### config.mk
export PLATFORM = sky130hd
export DESIGN_NAME = reduce_ingress_queue
export DESIGN_NICKNAME = d
export VERILOG_FILES = /design/src/rtl/reduce_ingress_queue_pkg.sv /design/src/rtl/reduce_ingress_queue_sync_fwft_fifo.sv /design/src/rtl/reduce_ingress_queue.sv
export SDC_FILE = /design/constraint.sdc
export NUM_CORES = 2
export LEC_CHECK = 0
export CAP_MARGIN = 0
export CORE_MARGIN = 2
export CORE_UTILIZATION = 59
export CTS_BUF_LIST = sky130_fd_sc_hd__clkbuf_8
export DETAILED_ROUTE_END_ITERATION = 12
export DONT_BUFFER_PORTS = 1
export PLACE_DENSITY = 0.87
export SLEW_MARGIN = 0
export SYNTH_ARGS = -nofsm -noshare
export SYNTH_HDL_FRONTEND = slang
export SYNTH_SLANG_ARGS = --single-unit
### constraint.sdc
create_clock -name clk_i -period 8.1 [get_ports clk_i]
set_input_delay 1.62 -clock clk_i [delete_from_list [all_inputs] [get_ports clk_i]]
set_output_delay 1.62 -clock clk_i [all_outputs]
set_load 0.03 [all_outputs]
### src/rtl/reduce_ingress_queue_pkg.sv
`default_nettype none
// ============================================================================
// Module   : reduce_ingress_queue_pkg
// Brief    : Shared flit layout, reduction opcodes and the binomial-tree
//            children-count function used on both sides of the reduction unit.
// Revision : 1.0 - initial release
// ============================================================================
package reduce_ingress_queue_pkg;

  // Header field offsets measured from the top of the payload. A flit is
  // {valid, op, alg_type, tag, context_id, rank, src, dst, payload}, so the
  // absolute position of any field is PAYLOAD_WIDTH + its offset.
  localparam int c_DST_OFF      = 0;
  localparam int c_DST_WIDTH    = 9;
  localparam int c_SRC_OFF      = 9;
  localparam int c_SRC_WIDTH    = 9;
  localparam int c_RANK_OFF     = 18;
  localparam int c_RANK_WIDTH   = 9;
  localparam int c_CTX_OFF      = 27;
  localparam int c_CTX_WIDTH    = 8;
  localparam int c_TAG_OFF      = 35;
  localparam int c_TAG_WIDTH    = 8;
  localparam int c_ALG_OFF      = 43;
  localparam int c_ALG_WIDTH    = 2;
  localparam int c_OP_OFF       = 45;
  localparam int c_OP_WIDTH     = 4;
  localparam int c_VALID_OFF    = 49;
  localparam int c_HEADER_WIDTH = 50;

  // Absolute positions for the default 32-bit payload build.
  localparam int c_DEFAULT_PAYLOAD_WIDTH = 32;
  localparam int c_DST_POS      = c_DEFAULT_PAYLOAD_WIDTH + c_DST_OFF;
  localparam int c_SRC_POS      = c_DEFAULT_PAYLOAD_WIDTH + c_SRC_OFF;
  localparam int c_RANK_POS     = c_DEFAULT_PAYLOAD_WIDTH + c_RANK_OFF;
  localparam int c_CTX_POS      = c_DEFAULT_PAYLOAD_WIDTH + c_CTX_OFF;
  localparam int c_TAG_POS      = c_DEFAULT_PAYLOAD_WIDTH + c_TAG_OFF;
  localparam int c_ALG_POS      = c_DEFAULT_PAYLOAD_WIDTH + c_ALG_OFF;
  localparam int c_OP_POS       = c_DEFAULT_PAYLOAD_WIDTH + c_OP_OFF;
  localparam int c_VALID_POS    = c_DEFAULT_PAYLOAD_WIDTH + c_VALID_OFF;
  localparam int c_FLIT_WIDTH   = c_DEFAULT_PAYLOAD_WIDTH + c_HEADER_WIDTH;
  localparam int c_CHILDREN_POS = c_FLIT_WIDTH;

  // Opcodes. The reduction family is recognised by op[3:2] == 2'b11.
  typedef enum logic [3:0] {
    OP_SHORT_BCAST     = 4'b0111,
    OP_SHORT_REDUCE    = 4'b1100,
    OP_SHORT_ALLREDUCE = 4'b1101,
    OP_LARGE_REDUCE    = 4'b1110,
    OP_LARGE_ALLREDUCE = 4'b1111
  } op_e;

  localparam logic [1:0] c_REDUCE_FAMILY = 2'b11;

  // Number of children this node has in a binomial tree rooted at 'root'.
  // Relative rank r = (me - root) mod 2^lg_numprocs; the root owns
  // lg_numprocs children, any other node owns trailing_zeros(r) children.
  // Non-reduction opcodes never have children.
  function automatic logic [7:0] children_count(
    input logic [8:0] me,
    input logic [8:0] root,
    input logic [3:0] op,
    input int         lg_numprocs
  );
    logic [8:0] mask;
    logic [8:0] rel;
    logic [7:0] cnt;
    logic       found;
    mask  = '0;
    cnt   = '0;
    found = 1'b0;
    for (int i = 0; i < 9; i++) begin
      mask[i] = (i < lg_numprocs);
    end
    rel = (me - root) & mask;
    if (op[3:2] == c_REDUCE_FAMILY) begin
      if (rel == '0) begin
        cnt = 8'(lg_numprocs);
      end else begin
        for (int i = 0; i < 9; i++) begin
          if (!found && rel[i]) begin
            cnt   = 8'(i);
            found = 1'b1;
          end
        end
      end
    end
    return cnt;
  endfunction

endpackage : reduce_ingress_queue_pkg
`default_nettype wire

### src/rtl/reduce_ingress_queue_sync_fwft_fifo.sv
`default_nettype none
// ============================================================================
// Module   : sync_fwft_fifo
// Brief    : Single-clock first-word-fall-through FIFO. The head entry is
//            always visible on rd_data_o; an empty FIFO presents all zeros.
// Revision : 1.0 - initial release
// ============================================================================
module sync_fwft_fifo #(
  parameter int WIDTH    = 85,
  parameter int LG_DEPTH = 4
) (
  input  logic                clk_i,
  input  logic                rst_ni,
  input  logic                wr_en_i,
  input  logic [WIDTH-1:0]    wr_data_i,
  input  logic                rd_en_i,
  output logic [WIDTH-1:0]    rd_data_o,
  output logic [LG_DEPTH:0]   count_o,
  output logic                empty_o,
  output logic                full_o
);

  localparam int c_DEPTH = 1 << LG_DEPTH;

  logic [WIDTH-1:0]    mem_q [c_DEPTH];
  logic [LG_DEPTH-1:0] wr_ptr_q, wr_ptr_d;
  logic [LG_DEPTH-1:0] rd_ptr_q, rd_ptr_d;
  logic [LG_DEPTH:0]   count_q, count_d;
  logic                push;
  logic                pop;

  // Status is decoded from the occupancy counter alone, so it never depends
  // combinationally on this cycle's wr_en_i / rd_en_i.
  assign empty_o = (count_q == '0);
  assign full_o  = (count_q == (LG_DEPTH+1)'(c_DEPTH));
  assign count_o = count_q;

  // A push into a full FIFO or a pop from an empty one is silently ignored.
  assign push = wr_en_i && !full_o;
  assign pop  = rd_en_i && !empty_o;

  // Show-ahead head: zeros when empty so downstream sees an invalid flit.
  assign rd_data_o = empty_o ? '0 : mem_q[rd_ptr_q];

  // Pointer and occupancy next-state; pointers wrap naturally at c_DEPTH.
  always_comb begin
    wr_ptr_d = wr_ptr_q;
    rd_ptr_d = rd_ptr_q;
    count_d  = count_q;
    if (push) begin
      wr_ptr_d = wr_ptr_q + 1'b1;
    end
    if (pop) begin
      rd_ptr_d = rd_ptr_q + 1'b1;
    end
    case ({push, pop})
      2'b10:   count_d = count_q + 1'b1;
      2'b01:   count_d = count_q - 1'b1;
      default: count_d = count_q;
    endcase
  end

  // Control state; reset drops every queued entry at once.
  always_ff @(posedge clk_i or negedge rst_ni) begin
    if (!rst_ni) begin
      wr_ptr_q <= '0;
      rd_ptr_q <= '0;
      count_q  <= '0;
    end else begin
      wr_ptr_q <= wr_ptr_d;
      rd_ptr_q <= rd_ptr_d;
      count_q  <= count_d;
    end
  end

  // Storage array; contents are meaningless until written, so no reset.
  always_ff @(posedge clk_i) begin
    if (push) begin
      mem_q[wr_ptr_q] <= wr_data_i;
    end
  end

endmodule : sync_fwft_fifo
`default_nettype wire

### src/rtl/reduce_ingress_queue.sv
`default_nettype none
// ============================================================================
// Module   : reduce_ingress_queue
// Brief    : Ingress buffer in front of the reduction unit. Tags each valid
//            flit with its binomial-tree children count, queues it in a FWFT
//            FIFO and counts flits discarded for a cleared valid bit.
// Revision : 1.0 - initial release
// ============================================================================
module reduce_ingress_queue
  import reduce_ingress_queue_pkg::*;
#(
  parameter logic [2:0] RANK_Z        = 3'b0,
  parameter logic [2:0] RANK_Y        = 3'b0,
  parameter logic [2:0] RANK_X        = 3'b0,
  parameter int         LG_NUMPROCS   = 3,
  parameter int         PAYLOAD_WIDTH = 32,
  parameter int         LG_DEPTH      = 4
) (
  input  logic                                            clk_i,
  input  logic                                            rst_ni,
  input  logic [PAYLOAD_WIDTH+c_HEADER_WIDTH-1:0]         in_flit_i,
  input  logic                                            in_valid_i,
  output logic                                            in_ready_o,
  output logic [PAYLOAD_WIDTH+c_HEADER_WIDTH+LG_NUMPROCS-1:0] packet_out_o,
  input  logic                                            rd_en_i,
  output logic [12:0]                                     fifo_counter_o,
  output logic                                            buf_empty_o,
  output logic                                            buf_full_o,
  output logic [15:0]                                     drop_count_o
);

  localparam int c_FLIT_W   = PAYLOAD_WIDTH + c_HEADER_WIDTH;
  localparam int c_ENTRY_W  = c_FLIT_W + LG_NUMPROCS;
  localparam int c_VALID_P  = PAYLOAD_WIDTH + c_VALID_OFF;
  localparam int c_RANK_P   = PAYLOAD_WIDTH + c_RANK_OFF;
  localparam int c_OP_P     = PAYLOAD_WIDTH + c_OP_OFF;

  logic [8:0]             me;
  logic [8:0]             root;
  logic [3:0]             op;
  logic [LG_NUMPROCS-1:0] children;
  logic [c_ENTRY_W-1:0]   entry;
  logic                   handshake;
  logic                   accept;
  logic                   drop;
  logic [LG_DEPTH:0]      occupancy;
  logic                   empty;
  logic                   full;
  logic [15:0]            drop_count_q, drop_count_d;

  // Own linearised rank; the children function keeps only the low bits.
  assign me   = {RANK_Z, RANK_Y, RANK_X};
  assign root = in_flit_i[c_RANK_P +: c_RANK_WIDTH];
  assign op   = in_flit_i[c_OP_P +: c_OP_WIDTH];

  assign children = LG_NUMPROCS'(children_count(me, root, op, LG_NUMPROCS));
  assign entry    = {children, in_flit_i};

  // in_ready comes only from registered occupancy, never from in_valid/rd_en.
  assign in_ready_o = !full;
  assign handshake  = in_valid_i && !full;
  assign accept     = handshake && in_flit_i[c_VALID_P];
  assign drop       = handshake && !in_flit_i[c_VALID_P];

  sync_fwft_fifo #(
    .WIDTH    (c_ENTRY_W),
    .LG_DEPTH (LG_DEPTH)
  ) u_fifo (
    .clk_i     (clk_i),
    .rst_ni    (rst_ni),
    .wr_en_i   (accept),
    .wr_data_i (entry),
    .rd_en_i   (rd_en_i),
    .rd_data_o (packet_out_o),
    .count_o   (occupancy),
    .empty_o   (empty),
    .full_o    (full)
  );

  assign buf_empty_o    = empty;
  assign buf_full_o     = full;
  assign fifo_counter_o = 13'(occupancy);
  assign drop_count_o   = drop_count_q;

  // Saturating count of handshaked flits whose valid bit was clear.
  always_comb begin
    drop_count_d = drop_count_q;
    if (drop && (drop_count_q != 16'hFFFF)) begin
      drop_count_d = drop_count_q + 16'd1;
    end
  end

  // Drop counter register, cleared with the queue.
  always_ff @(posedge clk_i or negedge rst_ni) begin
    if (!rst_ni) begin
      drop_count_q <= '0;
    end else begin
      drop_count_q <= drop_count_d;
    end
  end

endmodule : reduce_ingress_queue
`default_nettype wire

==> run metrics <==
starting density of the core 59.7%; headroom to the max-slew limit 10.9%; clk_lat worst skew 0.89 ns; post-synth design cell area between 50,000 and 60,000 µm²; placer's final routability congestion estimate 0.761; number of buffers added to fix hold violations after cts 0; number of fill cells in the layout 5,394; initial antenna violation count 1; final worst-path cycle share between 70% and 80%; via count between 20k and 30k; leakage power total 0.0192 µW; outcome finished, final reports clean; number of buffers inserted by port buffering 0; Detailed Place HPWL 60,800 µm; worst clock skew 0.0455 ns; # IOs 203; Register Area between 40,000 and 50,000 µm²; via count normalized by instance count 6.65; share of flip-flops with an asynchronous set or reset after synthesis around 2.1%; most used flip-flop cell after synthesis sky130_fd_sc_hd__edfxtp_1; Area growth syn-to-layout 9.71%; smallest hold slack 0.447 ns; most area-hungry cell type in the Yosys netlist sky130_fd_sc_hd__edfxtp_1; Max stage delay cell, worst path sky130_fd_sc_hd__or4_1; final-layout setup total negative slack 0 ns; htree depth 4; unrepaired setup endpoints after global routing no; buffers inserted by post-CTS timing repair 0; post-DR wirelength/cell 30.3 µm; biggest area contributors in the synthesized netlist sky130_fd_sc_hd__edfxtp_1, sky130_fd_sc_hd__mux4_2, sky130_fd_sc_hd__mux2i_1; Most common cell on crit path sky130_fd_sc_hd__buf_4; power per unit of standard cell area 341 nW/µm²; Setup violations, final 0; Die Y 306 µm; sinks on the clock net about 1.4k; fraction of final layout cells with drive strength greater than 1 25.6%; Cell Rows 110; ordered list of cells on the worst path or4_1 > o21ai_4 > buf_4 > buf_4 > or3b_2 > o2111ai_1; pin count of the biggest net entering global routing 173; Largest stage delay, worst path 0.84 ns; post-synthesis cell count 2,488; CTS tree built; worst slew pin tran 1.34 ns; number of distinct library cell variants in the gate-level netlist after synthesis 52; number of global-route vias before repair 27.1k; max frequency roughly 0.16 GHz; sort of element at the end of the critical path output pin; antenna viol nets, final 0; worst min path class in2async; Total Nets Final 2,696; residual overflow from global routing 0; sort of element at the start of the critical path register; share of the yosys chip area belonging to registers 76.4%; Post-synth EDFFs about 1.3k; clock input transition at the sequential cells of the worst setup and hold paths 0.07 ns; area of the die 93,600 µm²; total wire length after detailed routing 119,000 µm; Required @ worst endpoint 6.48 ns; mean post-synth cell area 21.6 µm²; first-pass GRT wire length around 170,000 µm; violation count after the first detailed-route iteration 2,881; fraction of post-synthesis cell area in the top cell type by area 75.1%; max-cap violation count 0; number of max-slew violations in the final report 0; Die Wd approximately 310 µm; 1st-pass router iterations 6; Critical Setup Path Class reg2out; gr usage total 25.6%; maximum number of buffers from clock root to sink 3; flop and latch count out of synthesis 1,373; CTS-repair resized insts 0; minimum clock period after layout roughly 6 ns; number of buffers created by CTS 203; Multi-input gate area 11,900 µm²; Ys Warns 0; final hold vios 0; worst-case vdd ir drop 0.000273 V; CTS Root Buffer Type sky130_fd_sc_hd__clkbuf_8; arrival time at the worst endpoint approximately 4.5 ns; total DRC errors in the routed layout 0; maximum fanout along the worst path 47; Core Box Area around 90,000 µm²
worst paths after layout:
kind                                         start              endpoint  slack [ns]  depth (start not counted)
worst max-delay path             u_fifo.count_o[2]      packet_out_o[82]        1.97                          6
worst min-delay path                        rst_ni    u_fifo.rd_ptr_q[1]        0.45                          0
worst max register to register   u_fifo.count_o[2]  u_fifo.mem_q[12][53]        3.81                          5
worst min register to register  u_fifo.wr_ptr_q[1]    u_fifo.wr_ptr_q[1]        0.67                          2
max in group asynchronous                   rst_ni    u_fifo.rd_ptr_q[2]        7.54                          0
min in group clk_i              u_fifo.wr_ptr_q[1]    u_fifo.wr_ptr_q[1]        0.67                          2
per-stage QoR:
stage	area (µm²)	setup WS [ns]	std cells	total power [µW]	util (%)
floorplan	53800	1.73	2496	13600	-
finish	59000	1.97	3934	20100	65.4
global placement	55200	2.92	3571	14800	61.2
CTS	59000	1.91	3932	20200	65.4
global route	59000	1.84	3933	20800	65.4
detailed placement	55200	2.84	3571	15000	61.2
sequential cells by signal, indices dropped and copies added, names as in the netlist:
name	flops
drop_count_o	16
u_fifo.count_o	5
u_fifo.mem_q	1344
u_fifo.rd_ptr_q	4
u_fifo.wr_ptr_q	4
worst max-delay path, delay by kind of cell (launching register included):
| family | cells | cell delay (ns) |
|---|---|---|
| AND/OR/NAND/NOR | 2 | 1.06 |
| flip-flops | 1 | 0.62 |
| AO/OA/AOI/OAI | 2 | 0.55 |
| buffers and inverters | 2 | 1.31 |
cells in the mapped netlist, drive strengths merged (10+ instances only):
| cell | count |
|---|---|
| edfxtp | 1344 |
| mux4 | 283 |
| mux2i | 187 |
| buf | 110 |
| mux2 | 91 |
| o22ai | 83 |
| inv | 52 |
| clkbuf | 46 |
| a211oi | 43 |
| a221o | 42 |
| dfrtp | 29 |
| nand2 | 23 |
| nor2 | 23 |
| o211ai | 23 |
| xnor2 | 18 |
| o21ai | 13 |
| ha | 10 |
layer usage:
layer / global-route usage, % / routed length (µm) / vias to the layer above
met5: 0 / 0 / -
met3: 5.83 / 10400 / 236
met1: 32.7 / 44000 / 13800
met2: 43.3 / 61300 / 1455
li1: - / - / 10700
met4: 9.36 / 3500 / 0
cell type report:
cell class                 count  share of cell area [%]
sequential                  1373                    69.7
timing repair buffer          55                   0.848
antenna                        2                 0.00848
clock inverter               158                    1.74
tap                         1176                    2.49
clock buffer                 203                    4.74
multi-input combinational    915                    20.2
inverter                      52                   0.331
where the power goes:
group,internal [µW],switching [µW]
logic,2420,3840
clock network,2630,2630
registers,8210,366
total,13300,6830
placed cells by master, fill, tap and decap left out, types with 6 or more instances in the layout:
cell type,synthesis,routed
sky130_fd_sc_hd__nand2b_1,7,7
sky130_fd_sc_hd__edfxtp_1,1344,1344
sky130_fd_sc_hd__nor2_1,23,11
sky130_fd_sc_hd__clkinv_2,0,18
sky130_fd_sc_hd__mux4_2,283,283
sky130_fd_sc_hd__bufinv_16,0,8
sky130_fd_sc_hd__a211oi_1,43,43
sky130_fd_sc_hd__o22ai_1,83,83
sky130_fd_sc_hd__mux2i_1,187,187
sky130_fd_sc_hd__dfrtp_1,29,26
sky130_fd_sc_hd__a221o_1,42,42
sky130_fd_sc_hd__inv_1,52,117
sky130_fd_sc_hd__nand2_1,23,23
sky130_fd_sc_hd__buf_12,0,7
sky130_fd_sc_hd__o2111ai_1,6,6
sky130_fd_sc_hd__buf_4,27,48
sky130_fd_sc_hd__xnor2_1,17,17
sky130_fd_sc_hd__mux2_2,91,91
sky130_fd_sc_hd__clkbuf_8,0,203
sky130_fd_sc_hd__nor2_4,0,12
sky130_fd_sc_hd__ha_1,10,10
sky130_fd_sc_hd__clkinv_1,0,48
sky130_fd_sc_hd__o21ai_0,10,10
sky130_fd_sc_hd__clkinv_8,0,6
sky130_fd_sc_hd__conb_1,1,9
sky130_fd_sc_hd__o211ai_1,23,23
cell families (layout without fill, tap and decap cells):
family	Yosys count	in the layout	share of synthesized area, %
DFF	1373	1373	76.4
muxes	561	561	17.2
AOI/OAI and AO/OA	222	222	3.06
buffers and inverters	208	468	1.81
and+or+nand+nor	91	91	0.882
xor gates and xnor gates	22	22	0.372
adders and majority gates	10	10	0.233
other	1	11	0.00697
No activity file was read; power rests on OpenSTA's default activity.
